==> src/rtl/serial_paralelo_rx.sv <==
// Serial-to-parallel receiver: hunts for COM symbols bit by bit, locks byte alignment
// after ALIGN_COUNT consecutive aligned COMs, then emits one byte per 8 sclk cycles.
module serial_paralelo_rx #(
    parameter logic [7:0] COM         = 8'hBC,
    parameter int         ALIGN_COUNT = 4
) (
    input  logic       sclk,
    input  logic       reset,
    input  logic       serial_in,
    output logic [7:0] data_out,
    output logic       valid_out,
    output logic       byte_strobe,
    output logic       active,
    output logic [1:0] dbg_state
);

    typedef enum logic [1:0] {
        SEARCH = 2'd0,
        ALIGN  = 2'd1,
        ACTIVE = 2'd2
    } state_t;

    localparam logic [3:0] ALIGN_TARGET = 4'(ALIGN_COUNT);

    state_t     r_state;
    logic [7:0] r_sr;
    logic [2:0] r_bit_cnt;
    logic [3:0] r_com_cnt;
    logic [7:0] r_data;
    logic       r_valid;
    logic       r_strobe;
    logic       r_active;

    logic [7:0] w_nxt;
    logic       w_is_com;
    logic       w_boundary;
    logic [3:0] w_com_inc;

    // Every decision looks at the byte that includes the bit arriving on this edge.
    assign w_nxt      = {r_sr[6:0], serial_in};
    assign w_is_com   = (w_nxt == COM);
    assign w_boundary = (r_bit_cnt == 3'd7);
    assign w_com_inc  = r_com_cnt + 4'd1;

    always_ff @(posedge sclk) begin
        if (reset) begin
            r_state   <= SEARCH;
            r_sr      <= 8'h00;
            r_bit_cnt <= 3'd0;
            r_com_cnt <= 4'd0;
            r_data    <= 8'h00;
            r_valid   <= 1'b0;
            r_strobe  <= 1'b0;
            r_active  <= 1'b0;
        end else begin
            r_sr <= w_nxt;
            case (r_state)
                SEARCH: begin
                    if (w_is_com) begin
                        r_bit_cnt <= 3'd0;
                        r_com_cnt <= 4'd1;
                        if (ALIGN_TARGET == 4'd1) begin
                            r_state  <= ACTIVE;
                            r_active <= 1'b1;
                        end else begin
                            r_state <= ALIGN;
                        end
                    end
                end
                ALIGN: begin
                    r_bit_cnt <= r_bit_cnt + 3'd1;
                    if (w_boundary) begin
                        if (w_is_com) begin
                            r_com_cnt <= w_com_inc;
                            if (w_com_inc == ALIGN_TARGET) begin
                                r_state  <= ACTIVE;
                                r_active <= 1'b1;
                            end
                        end else begin
                            r_com_cnt <= 4'd0;
                            r_state   <= SEARCH;
                        end
                    end
                end
                ACTIVE: begin
                    r_bit_cnt <= r_bit_cnt + 3'd1;
                    if (w_boundary) begin
                        r_data   <= w_nxt;
                        r_valid  <= !w_is_com;
                        r_strobe <= 1'b1;
                    end else begin
                        r_strobe <= 1'b0;
                    end
                end
                default: r_state <= SEARCH;
            endcase
        end
    end

    assign data_out    = r_data;
    assign valid_out   = r_valid;
    assign byte_strobe = r_strobe;
    assign active      = r_active;
    assign dbg_state   = r_state;

endmodule

==> config.mk <==
export PLATFORM = sky130hd
export DESIGN_NAME = serial_paralelo_rx
export DESIGN_NICKNAME = d
export VERILOG_FILES = /design/src/rtl/serial_paralelo_rx.sv
export SDC_FILE = /design/constraint.sdc
export NUM_CORES = 1
export LEC_CHECK = 0
export CAP_MARGIN = 20
export CORE_MARGIN = 8
export CORE_UTILIZATION = 45
export DETAILED_ROUTE_END_ITERATION = 8
export PLACE_DENSITY = 0.7
export SYNTH_ARGS = -nofsm -noshare
export SYNTH_HDL_FRONTEND = slang
export SYNTH_SLANG_ARGS = --single-unit
==> constraint.sdc <==
create_clock -name sclk -period 3.2 [get_ports sclk]
set_input_delay 0.8 -clock sclk [delete_from_list [all_inputs] [get_ports sclk]]
set_output_delay 0.8 -clock sclk [all_outputs]
set_load 0.05 [all_outputs]
==> results.py, run 1 <==
metrics = {
    "critical_path": {
        "crit_chain": "clkdlybuf4s50_1",
        "crit_slowest_cell": "clkdlybuf4s50_1",
        "arrival_ns": 1.57,
        "path_max_fanout": 4,
        "endpoint_kind": "output pin",
        "cp-start-kind": "flop",
        "cp_slowest_stage_delay_ns": 0.83,
        "cp_top_family": "buffers and inverters",
        "crit_type": "flop to output pin",
        "required_ns": 2.40,
        "crit_buf_inv": 1,
    },
    "clocking": {
        "hold_buffers": 0,
        "ctsRootBufferMaster": "clkbuf_4",
        "cts_sinks": 27,
        "cts_post_setup_buffers_inserted": 0,
        "clock_path_buffers": 2,
        "cts_tree": "built",
        "cts_buffers": 3,
        "clk_pin_slew_worst_paths_ns": 0.15,
        "htreeDepth": 1,
        "clk_latency_ns": 0.32,
        "cts_resized": 0,
    },
    "place": {
        "io_buffers": 15,
        "dpl_cell_area_um2": 1340,
        "detailed_place_hpwl_um": 1780,
        "finalWeightedCongestion": 0.778,
        "placed_cells": 173,
    },
    "sta": {
        "worst_pin_slew_ns": 0.540,
        "slew_violations": 0,
        "hold_violations": 0,
        "clock.fmax_mhz": 422,
        "rsz0062_at_grt": "false",
        "setup_viol": 0,
        "relSlewSlack_pct": 63.9,
        "period_minus_slack_ns": 2.37,
        "fin_worst_skew_ns": 0.00300,
        "final.setup.tns_ns": 0,
        "fin_crit_sh_pct": 74.0,
    },
    "pwr": {
        "seqPwrFrac_pct": 67.8,
        "combPwrFrac_pct": 2.2,
        "power.share.switching_pct": 21.9,
        "p_int_uw": 391,
        "clkPwrFrac_pct": 30.0,
        "peakVddDrop_uv": 328,
        "power.density_nw_per_um2": 365,
        "p_leak_uw": 0.000514,
        "p_switching_uw": 110,
        "power_uw": 501,
    },
    "cells_and_area": {
        "post-route-util_pct": 55.3,
        "diodes": 0,
        "mostFrequentLayoutCells": "dfxtp_1 (27), nand2_1 (20), a21oi_1 (17)",
        "syn_to_final_growth_pct": 17.4,
        "nFillCells": 241,
        "final_nets": 158,
        "postLayoutCellArea_um2": 1370,
        "layout_commonest_cell": "dfxtp_1",
        "final_cells": 177,
        "drive_gt1_share_pct": 5.44,
    },
    "detailed_routing": {
        "ant_nets": 0,
        "vias": 956,
        "wl_per_cell_um": 13.2,
        "via_per_inst": 5.40,
        "dr.pass1.iters": 4,
        "drtIter0Drc": 36,
        "wirelength_um": 2340,
        "drc": 0,
    },
    "grt": {
        "grt-ovfl-total": 0,
        "grt_max_degree": 17,
        "grt_pass1_wl_um": 4040,
        "grtUsageTotal_pct": 11.5,
        "grt_pass1_vias": 947,
        "antenna_found_initial": 0,
    },
    "synthesis": {
        "synth.distinct_cells": 30,
        "syn_nets": 142,
        "yosysTopAreaCell": "dfxtp_1",
        "yosys_register_bits": 27,
        "netlist.area_leader.share_pct": 46.3,
        "ys_seq_area_share_pct": 46.3,
        "yosys_warnings": 0,
        "ys_top_cells_by_area": "dfxtp_1 (46%), ha_1 (7.5%), a21oi_1 (7.3%)",
        "syn-instance-count": 132,
        "syn_avg_cell_area_um2": 8.84,
        "synthesis.area_um2": 1170,
    },
    "floorplanning": {
        "ioPinCount": 16,
        "die-area_um2": 4480,
        "rows": 18,
        "die_w_um": 66.9,
        "start_util_pct": 47.1,
        "coreArea_um2": 2480,
        "dieHeight_um": 66.9,
    },
    "hold_path": {
        "hp-class": "flop to flop",
    },
    "flow_run": {
        "cap_viol_max_count": 0,
    },
    "outcome": {
        "status": "completed",
    },
}
[metrics by stage]
stage | setup WS [ns] | hold slack [ns]
4_1_cts | 0.826 | 0.468
6_report | 0.833 | 0.463
3_3_place_gp | 0.656 | 0.443
3_5_place_dp | 0.605 | 0.449
5_1_grt | 0.780 | 0.492
2_1_floorplan | 1.20 | 0.427
[flip-flops by register name, summed over array words and instances (netlist names)]
signal,flops
data_out,8
r_sr,7
r_com_cnt,4
r_bit_cnt,3
dbg_state,2
active,1
byte_strobe,1
valid_out,1
[worst register-to-register path, cell delays in order, from the launching register on]
cell and delay (ns):
dfxtp_1 0.42, inv_1 0.08, ha_1 0.26, inv_1 0.12, a21oi_1 0.09, or3_1 0.46, o21ai_0 0.19, a21oi_1 0.08
[Yosys cell counts]
library cell,instances
mux2i_1,3
nand4_1,1
o211a_1,1
and2_1,3
and3_1,1
xnor2_1,1
and4bb_1,1
nor3_1,1
nand3_1,2
nand2b_1,5
nor2_1,8
a31oi_1,1
buf_4,1
buf_1,1
a2111oi_2,1
or3_1,2
and4b_1,1
nand3b_1,1
a21oi_1,17
dfxtp_1,27
ha_1,7
or2_2,1
a41oi_1,1
nand3_2,1
nand2_1,20
nor2b_1,8
a211oi_1,2
inv_1,3
o21ai_0,7
clkbuf_1,3
[cells by family (layout without fill, tap and decap cells)]
logic type	Yosys count	count (layout)	synth area share (%)
and+or+nand+nor	56	56	25.0
AOI/OAI and AO/OA	30	30	15.0
DFF	27	27	46.3
buffers and inverters	8	23	2.89
adders and majority gates	7	7	7.50
muxes	3	3	2.57
xor gates and xnor gates	1	1	0.750
[routing by layer]
layer	GRT usage (%)	vias to the layer above	wire length [µm]
met5	0	-	0
met4	4.96	0	37
met3	2.85	4	87
met2	19.6	13	1160
met1	13.1	457	1060
li1	-	482	-
[power groups by stage]
stage	combinational, µW	clock, µW	sequential [µW]
CTS	11.2	154	339
global placement	11.1	0	347
finish	11.1	150	339
floorplan	6.88	0	346
global route	12.1	168	340
detailed placement	11.2	0	347
[final cells by class]
| cell class | instances | area, µm² | share of cell area, % |
|---|---|---|---|
| Tap cell | 30 | 37.5 | 2.74 |
| Clock inverter | 1 | 7.51 | 0.548 |
| Timing Repair Buffer | 16 | 158 | 11.5 |
| Sequential cell | 27 | 541 | 39.5 |
| Clock buffer | 3 | 22.5 | 1.64 |
| Inverter | 3 | 11.3 | 0.822 |
| Multi-Input combinational cell | 97 | 593 | 43.3 |
[final timing paths]
kind                                           startpoint                        end  slack [ns]  cells after the start
worst max-delay path            dbg_state[1]$_SDFFE_PP0P_               dbg_state[1]        0.83                      1
worst min-delay path             data_out[0]$_SDFFE_PP0P_   data_out[0]$_SDFFE_PP0P_        0.46                      2
worst max register to register  dbg_state[1]$_SDFFE_PP0P_  r_com_cnt[2]$_SDFFE_PP0P_        1.39                      7
worst min register to register   data_out[0]$_SDFFE_PP0P_   data_out[0]$_SDFFE_PP0P_        0.46                      2
(Power assumes the default switching activity.)
==> run 2, diff against run 1 <==
--- a/config.mk
+++ b/config.mk
@@ -9,7 +9,7 @@
 export CORE_MARGIN = 8
 export CORE_UTILIZATION = 45
 export DETAILED_ROUTE_END_ITERATION = 8
-export PLACE_DENSITY = 0.7
+export PLACE_DENSITY = 0.72
 export SYNTH_ARGS = -nofsm -noshare
 export SYNTH_HDL_FRONTEND = slang
 export SYNTH_SLANG_ARGS = --single-unit
==> constraint.sdc (replaced) <==
create_clock -name sclk -period 1.9 [get_ports sclk]
set_input_delay 0.475 -clock sclk [delete_from_list [all_inputs] [get_ports sclk]]
set_output_delay 0.475 -clock sclk [all_outputs]
set_load 0.05 [all_outputs]
==> results.py, run 2 (synthesis results as in run 1) <==
metrics = {
    "clocking": {
        "clock_path_buffers": 2,
        "cts_buffers": 3,
        "clk_latency_ns": 0.32,
        "cts_sinks": 27,
        "clk_pin_slew_worst_paths_ns": 0.15,
        "htreeDepth": 1,
        "cts_tree": "built",
        "ctsRootBufferMaster": "clkbuf_4",
        "cts_post_setup_buffers_inserted": 0,
    },
    "detailed_routing": {
        "vias": 962,
        "via_per_inst": 5.17,
        "wl_per_cell_um": 12.6,
        "drc": 0,
        "dr.pass1.iters": 4,
        "drtIter0Drc": 32,
        "wirelength_um": 2340,
        "ant_nets": 0,
    },
    "sta": {
        "setup_viol": 0,
        "rsz0062_at_grt": "true",
        "worst_pin_slew_ns": 0.353,
        "hold_violations": 0,
        "fin_crit_sh_pct": 98.4,
        "fin_worst_skew_ns": 0.00511,
        "relSlewSlack_pct": 76.5,
        "slew_violations": 0,
        "clock.fmax_mhz": 535,
        "period_minus_slack_ns": 1.87,
        "final.setup.tns_ns": 0,
    },
    "pwr": {
        "combPwrFrac_pct": 2.6,
        "p_int_uw": 661,
        "p_switching_uw": 188,
        "clkPwrFrac_pct": 30.0,
        "power.share.switching_pct": 22.1,
        "peakVddDrop_uv": 623,
        "seqPwrFrac_pct": 67.4,
        "p_leak_uw": 0.000583,
        "power.density_nw_per_um2": 601,
    },
    "cells_and_area": {
        "postLayoutCellArea_um2": 1410,
        "layout_commonest_cell": "dfxtp_1",
        "diodes": 0,
        "final_cells": 186,
        "final_nets": 167,
        "mostFrequentLayoutCells": "dfxtp_1 (25), buf_4 (23), nand2_1 (20)",
        "largest_reg_flops": 8,
        "syn_to_final_growth_pct": 21.0,
        "post-route-util_pct": 57.0,
        "drive_gt1_share_pct": 21.8,
    },
    "critical_path": {
        "cp_top_family": "simple AND/OR/NAND/NOR gates",
        "required_ns": 2.13,
        "crit_type": "input pin to flop",
        "arrival_ns": 2.10,
        "path_max_fanout": 4,
        "crit_start": "serial_in",
        "regToRegEndpoint": "r_com_cnt[3]$_SDFFE_PP0P_",
        "endpoint": "r_com_cnt[3]$_SDFFE_PP0P_",
        "rrSetupSlack_ns": 0.13,
        "cp_slowest_stage_delay_ns": 0.46,
        "cp-start-kind": "input pin",
        "endpoint_kind": "flop",
        "reg2regPathDepth": 6,
        "crit_chain": "clkdlybuf4s50_1, and4bb_2, a21oi_1, or3_1, o21ai_0, a21oi_1",
        "path_common_cell": "a21oi_1",
        "crit_buf_inv": 1,
        "r2r-start": "r_bit_cnt[0]$_SDFFE_PP0P_",
        "cp.depth": 6,
        "crit_slowest_cell": "or3_1",
    },
    "floorplanning": {
        "rows": 18,
        "die_w_um": 66.9,
        "ioPinCount": 16,
        "dieHeight_um": 66.9,
        "coreArea_um2": 2480,
        "start_util_pct": 47.1,
        "die-area_um2": 4480,
    },
    "grt": {
        "grt-ovfl-total": 0,
        "grt_pass1_wl_um": 4080,
        "grtUsageTotal_pct": 11.4,
        "grt_pass1_vias": 931,
        "antenna_found_initial": 0,
        "grt_max_degree": 17,
    },
    "hold_path": {
        "min-delay-start": "data_out[5]$_SDFFE_PP0P_",
        "hp-class": "flop to flop",
        "min_path_cells": 2,
    },
    "flow_run": {
        "cap_viol_max_count": 0,
    },
    "place": {
        "dpl_cell_area_um2": 1380,
        "io_buffers": 15,
        "detailed_place_hpwl_um": 1790,
        "placed_cells": 182,
        "finalWeightedCongestion": 0.858,
    },
    "outcome": {
        "status": "completed",
    },
}
-- run 2: cell types whose count changed in the layout (fill, tap and decap cells not counted), moves of 2 or more --
cell	delta
dfxtp_2	+2
buf_4	+22
clkdlybuf4s50_1	-13
dfxtp_1	-2
-- run 2: final cells by class --
type	count	area [µm²]
flip-flops and latches	27	543
clock buffers	3	22.5
inverters	3	11.3
multi-input cells	97	598
repair buffers	25	193
clock inverters	1	7.51
fillers	236	1060
well taps	30	37.5
-- run 2: repair_timing --
action / CTS / global route
resized for setup: 0 / 3
hold endpoints to repair: 0 / 0
hold buffers: 0 / 0
setup endpoints to repair: 0 / 4
-- run 2: how the worst min path moves through the flow --
stage                                     to  slack [ns]
floorplan           data_out[7]$_SDFFE_PP0P_        0.43
global placement    data_out[2]$_SDFFE_PP0P_        0.44
detailed placement  data_out[5]$_SDFFE_PP0P_        0.45
CTS                 data_out[5]$_SDFFE_PP0P_        0.47
global route        data_out[3]$_SDFFE_PP0P_        0.49
finish              data_out[5]$_SDFFE_PP0P_        0.47
-- run 2: through the flow --
step	setup WS (ns)	total power (µW)	hold slack [ns]
final	0.0311	849	0.465
after detailed placement	-0.312	607	0.448
after global routing	-0.0148	880	0.492
after global placement	-0.255	606	0.443
after floorplan	0.111	595	0.427
after CTS	0.0493	853	0.467
-- run 2: layer usage --
metal | part of all wire (%) | wire length [µm] | global-route usage (%) | up-vias
met5 | 0 | 0 | 0 | -
li1 | - | - | - | 496
met2 | 45 | 1060 | 17.6 | 10
met4 | 1.0 | 24 | 3.92 | 0
met1 | 51 | 1180 | 15.0 | 452
met3 | 3.0 | 69 | 3.02 | 4
-- run 2: power by group through the flow --
stage | logic, µW | clock network (µW) | registers (µW)
final | 22.5 | 255 | 572
after global routing | 24.2 | 284 | 572
after detailed placement | 22.7 | 0 | 584
after global placement | 22.1 | 0 | 584
after CTS | 22.8 | 259 | 572
after floorplan | 11.6 | 0 | 583
-- run 2: worst register-to-register path, cell delays in order, from the launching register on --
cell and delay [ns]:
dfxtp_1 0.42, ha_1 0.18, ha_1 0.29, nor2b_1 0.11, or3_1 0.43, o21ai_0 0.19, a21oi_1 0.08
==> RTL change 1 (flow settings as in run 2) <==
Take the reset off `r_sr` and load it in a clocked block of its own.
--- a/src/rtl/serial_paralelo_rx.sv
+++ b/src/rtl/serial_paralelo_rx.sv
@@ -47,3 +47,2 @@
             r_state   <= SEARCH;
-            r_sr      <= 8'h00;
             r_bit_cnt <= 3'd0;
@@ -55,3 +54,2 @@
         end else begin
-            r_sr <= w_nxt;
             case (r_state)
@@ -99,2 +97,6 @@
 
+    always_ff @(posedge sclk) begin
+        r_sr <= w_nxt;
+    end
+
     assign data_out    = r_data;
Function: changed (Yosys sat finds a counterexample within 10 cycles, from zero or initial values and one cycle with reset high).
==> RTL change 1 against run 2 <==
Routed wire length is 7.4% lower; largest cell class is now registers; highest routed layer unchanged; sequential cell count did not move; worst setup slack gained 0.018 ns; final area down 7.7%; area after synthesis is 6.5% lower; worst hold slack lost 0.097 ns; utilization fell by 2.4 points.
Power is not compared: it rests on default switching activity, and its combinational part moved more than twofold at a synthesized area within 25%.
==> RTL change 1: results (changes against run 2) <==
| Metric | Value |
|---|---|
| Routed WL | 2.16 mm (-7.4%) |
| Post-synth top cells | dfxtp_1, nand2_1, a21oi_1 |
| Nets | 154 (-7.8%) |
| Post-synthesis compound-gate area fraction | 16.1% (+1.0 points) |
| Synth top area cells | dfxtp_1, ha_1, nand2_1 |
| Number of global-route vias before repair | 911 (-2.1%) |
| Worst relative slew slack | 77.2% (+0.69 points) |
| Net count after synthesis | 132 (-7.0%) |
| Vias per cell | 5.28 (+2.0%) |
| Clock buffer count from CTS | 3 (unchanged) |
| WL/cell | 12.5 um (-0.45%) |
| Post-Syn Instances | 122 (-7.6%) |
| Routed length on met2 | 1.06 mm (about the same) |
| Outcome | finished clean |
| DRT met1 WL | 1.02 mm (-14%) |
| Netlist cell types | 26 (-13%) |
| Placed cell count | 168 (-7.7%) |
| GRT Overall Usage | 11.0% (-0.40 points) |
| Post-Synth XOR/XNOR Area | 0% (-0.75 points) |
| Seq/Total Area, Yosys | 49.5% (+3.2 points) |
| Largest net degree at the start of global routing | 22 (+5) |
| Met3 wire length | 69 um (unchanged) |
| Max incr delay on CP | 0.54 ns (+0.08 ns) |
| Post-Route Skew | 0.00250 ns (-0.00261 ns) |
| HPWL Detailed | 1.60 mm (-10%) |
| Initial DRC count | 19 (-41%) |
| First-pass GRT wire length | 3.86 mm (-5.6%) |
| Mux cell area share after synthesis | 1.83% (-0.74 points) |
| Initial antenna violation count | 0 (unchanged) |
| Worst path slowest cell | or4b_4 |
| Final Instance Area | 1300 um2 (-7.7%) |
| FILL cells | 238 (+0.85%) |
-- RTL change 1: metrics by stage --
stage / hold slack (ns) / total power (uW)
after floorplan: 0.344 / 665
after global placement: 0.360 / 695
after detailed placement: 0.358 / 698
after CTS: 0.380 / 939
after global routing: 0.388 / 982
final: 0.368 / 923
-- RTL change 1: layout make-up --
cell class	count	share of cell area, %
clock buffers	3	1.73
well taps	30	2.88
repair buffers	20	11.8
multi-input cells	88	40.5
inverters	4	1.15
flip-flops and latches	27	41.6
clock inverters	1	0.384
-- RTL change 1: cell families after synthesis --
kind of cell,Yosys count
simple gates,48
compound gates,31
flops,27
buf+inv,7
fa+ha+maj,7
mux,2
-- RTL change 1: power by group through the flow --
stage	clock [uW]	sequential [uW]	combinational (uW)
2_1_floorplan	0	613	52.8
4_1_cts	253	594	91.9
3_3_place_gp	0	605	90.0
3_5_place_dp	0	606	91.8
5_1_grt	280	597	105
6_report	237	594	92.4
-- RTL change 1: layer usage --
metal / track usage, % / vias to the layer above
li1: - / 463
met1: 12.4 / 434
met2: 19.6 / 14
met3: 2.72 / 2
met4: 4.09 / 0
met5: 0 / -
-- RTL change 1: worst paths after layout --
| check | from | endpoint | slack (ns) | cells past startpoint |
|---|---|---|---|---|
| max | serial_in | r_com_cnt[2] | 0.05 | 5 |
| min | r_sr[4] | r_sr[5] | 0.37 | 0 |
| max reg2reg | r_sr[5] | r_com_cnt[2] | 0.09 | 4 |
| min reg2reg | r_sr[4] | r_sr[5] | 0.37 | 0 |
-- RTL change 1: what timing repair did --
action / CTS / global route
resized for setup: 1 / 2
pin swaps: 3 / 2
buffers inserted: 1 / 0
setup endpoints to repair: 7 / 5
==> RTL change 2 (flow settings as in run 2) <==
Without the edit above. Set the parameter `COM` to 8'h5E (it was 8'hBC).
--- a/src/rtl/serial_paralelo_rx.sv
+++ b/src/rtl/serial_paralelo_rx.sv
@@ -3,3 +3,3 @@
 module serial_paralelo_rx #(
-    parameter logic [7:0] COM         = 8'hBC,
+    parameter logic [7:0] COM         = 8'h5E,
     parameter int         ALIGN_COUNT = 4
Formal check against the unedited RTL: not equivalent (a bounded check fails within 10 cycles, from zero or initial values and one cycle with reset high).
==> RTL change 2 against run 2 <==
Sequential share of layout area shrank 1.1 points; sequential cell count unchanged; register-to-register slack lost 0.02 ns; worst setup slack improved by 0.013 ns; global-route usage decreased by 0.29 points; total power increased by 0.36%; area after synthesis rose by 1.4%; final area rose by 2.9%; routed wire length increased by 5.9%.
==> RTL change 2: results (changes against run 2) <==
| Metric | Value |
|---|---|
| Yosys Warn Count | 0 (unchanged) |
| CP delay by family, top | simple AND/OR/NAND/NOR gates |
| DRT met1 WL | 1.09 mm (-8.1%) |
| Leak | 0.000593 uW (+1.8%) |
| Netlist cell types | 34 (+13%) |
| Vias per cell | 5.51 (+6.5%) |
| Max Used Layer | met4 |
| # DRC | 0 (unchanged) |
| Clock buffer count from CTS | 3 (unchanged) |
| Number of global-route vias before repair | 922 (-0.97%) |
| Post-synth top cells | dfxtp_1, nand2_1, a21oi_1 |
| Outcome | finished clean |
| Worst relative slew slack | 73.6% (-2.9 points) |
| CP Max Fanout | 4 (unchanged) |
| First-pass GRT wire length | 4.02 mm (-1.5%) |
| Post-Route Skew | 0.00605 ns (+0.000945 ns) |
| GRT Overall Usage | 11.1% (-0.29 points) |
| Routed length on met2 | 1.27 mm (+20%) |
| Seq/Total Area, Yosys | 45.7% (-0.64 points) |
| Max incr delay on CP | 0.58 ns (+0.12 ns) |
| Initial DRC count | 33 (+3.1%) |
| WL/cell | 13.3 um (+5.9%) |
| Worst-case vdd ir drop | 0.470 mV (-24%) |
| Worst path slowest cell | or4b_4 |
| Synth top area cells | dfxtp_1, ha_1, a21oi_1 |
| HPWL Detailed | 1.90 mm (+6.2%) |
| Htree depth | 1 (unchanged) |
| Clk root buf | clkbuf_4 |
| Net count after synthesis | 141 (-0.70%) |
| N_diodes | 0 (unchanged) |
| Largest net degree at the start of global routing | 17 (unchanged) |
| Max reg flops | 8 (unchanged) |
| Crit path DAT | 2.13 ns (+0.03 ns) |
| Met3 wire length | 91 um (+32%) |
| Layout cells sized above 1 | 22.4% (+0.64 points) |
| PortBufs | 15 (unchanged) |
| Placer Congestion | 0.772 (-10%) |
RTL change 2: cell type report:
| class | instances | area [um2] |
|---|---|---|
| clock buffers | 3 | 22.5 |
| clock inverters | 1 | 7.51 |
| fillers | 244 | 1020 |
| inverters | 4 | 15.0 |
| multi-input cells | 96 | 624 |
| flip-flops and latches | 27 | 543 |
| well taps | 30 | 37.5 |
| repair buffers | 25 | 204 |
RTL change 2: worst paths after layout:
check | start | endpoint | slack (ns) | cells past startpoint
max | serial_in | r_com_cnt[3] | 0.04 | 6
min | data_out[4] | data_out[4] | 0.47 | 2
max reg2reg | r_sr[4] | r_com_cnt[3] | 0.11 | 5
min reg2reg | data_out[4] | data_out[4] | 0.47 | 2
RTL change 2: worst min-delay path: stages (launching register included):
cell	delay, ns
dfxtp_1	0.34
nand2_1	0.05
a21oi_1	0.05
RTL change 2: cells by family after synthesis:
logic type                 count (synthesis)  synth area share [%]
adders and majority gates                  7                  7.40
xor gates and xnor gates                   1                 0.740
AOI/OAI and AO/OA                         31                  15.9
and+or+nand+nor                           54                  25.2
DFF                                       27                  45.7
muxes                                      3                  2.64
buffers and inverters                      8                  2.54
RTL change 2: where the power goes:
part | switching (uW) | total (uW) | internal, uW
sequential | 3.09 | 573 | 570
clock | 177 | 258 | 80.5
combinational | 11.6 | 21.0 | 9.37
total | 192 | 852 | 660
RTL change 2: per-layer routing:
layer | vias up | GRT usage [%]
li1 | 508 | -
met1 | 500 | 12.9
met2 | 13 | 19.7
met3 | 4 | 1.99
met4 | 0 | 4.70
met5 | - | 0
RTL change 2: repair_timing:
action                     CTS  global route
pin swaps                    2             2
setup buffers                1             0
resized for setup            1             4
setup endpoints to repair    7             5
RTL change 2: through the flow:
step | std cells | area [um2] | worst slack, ns | total power (uW) | util [%]
after floorplan | 131 | 1190 | 0.0977 | 596 | -
after global placement | 181 | 1410 | -0.443 | 606 | 56.8
after detailed placement | 181 | 1410 | -0.472 | 606 | 56.8
after CTS | 186 | 1440 | 0.0235 | 856 | 58.2
after global routing | 186 | 1450 | 0.0110 | 882 | 58.7
final | 186 | 1450 | 0.0444 | 852 | 58.7
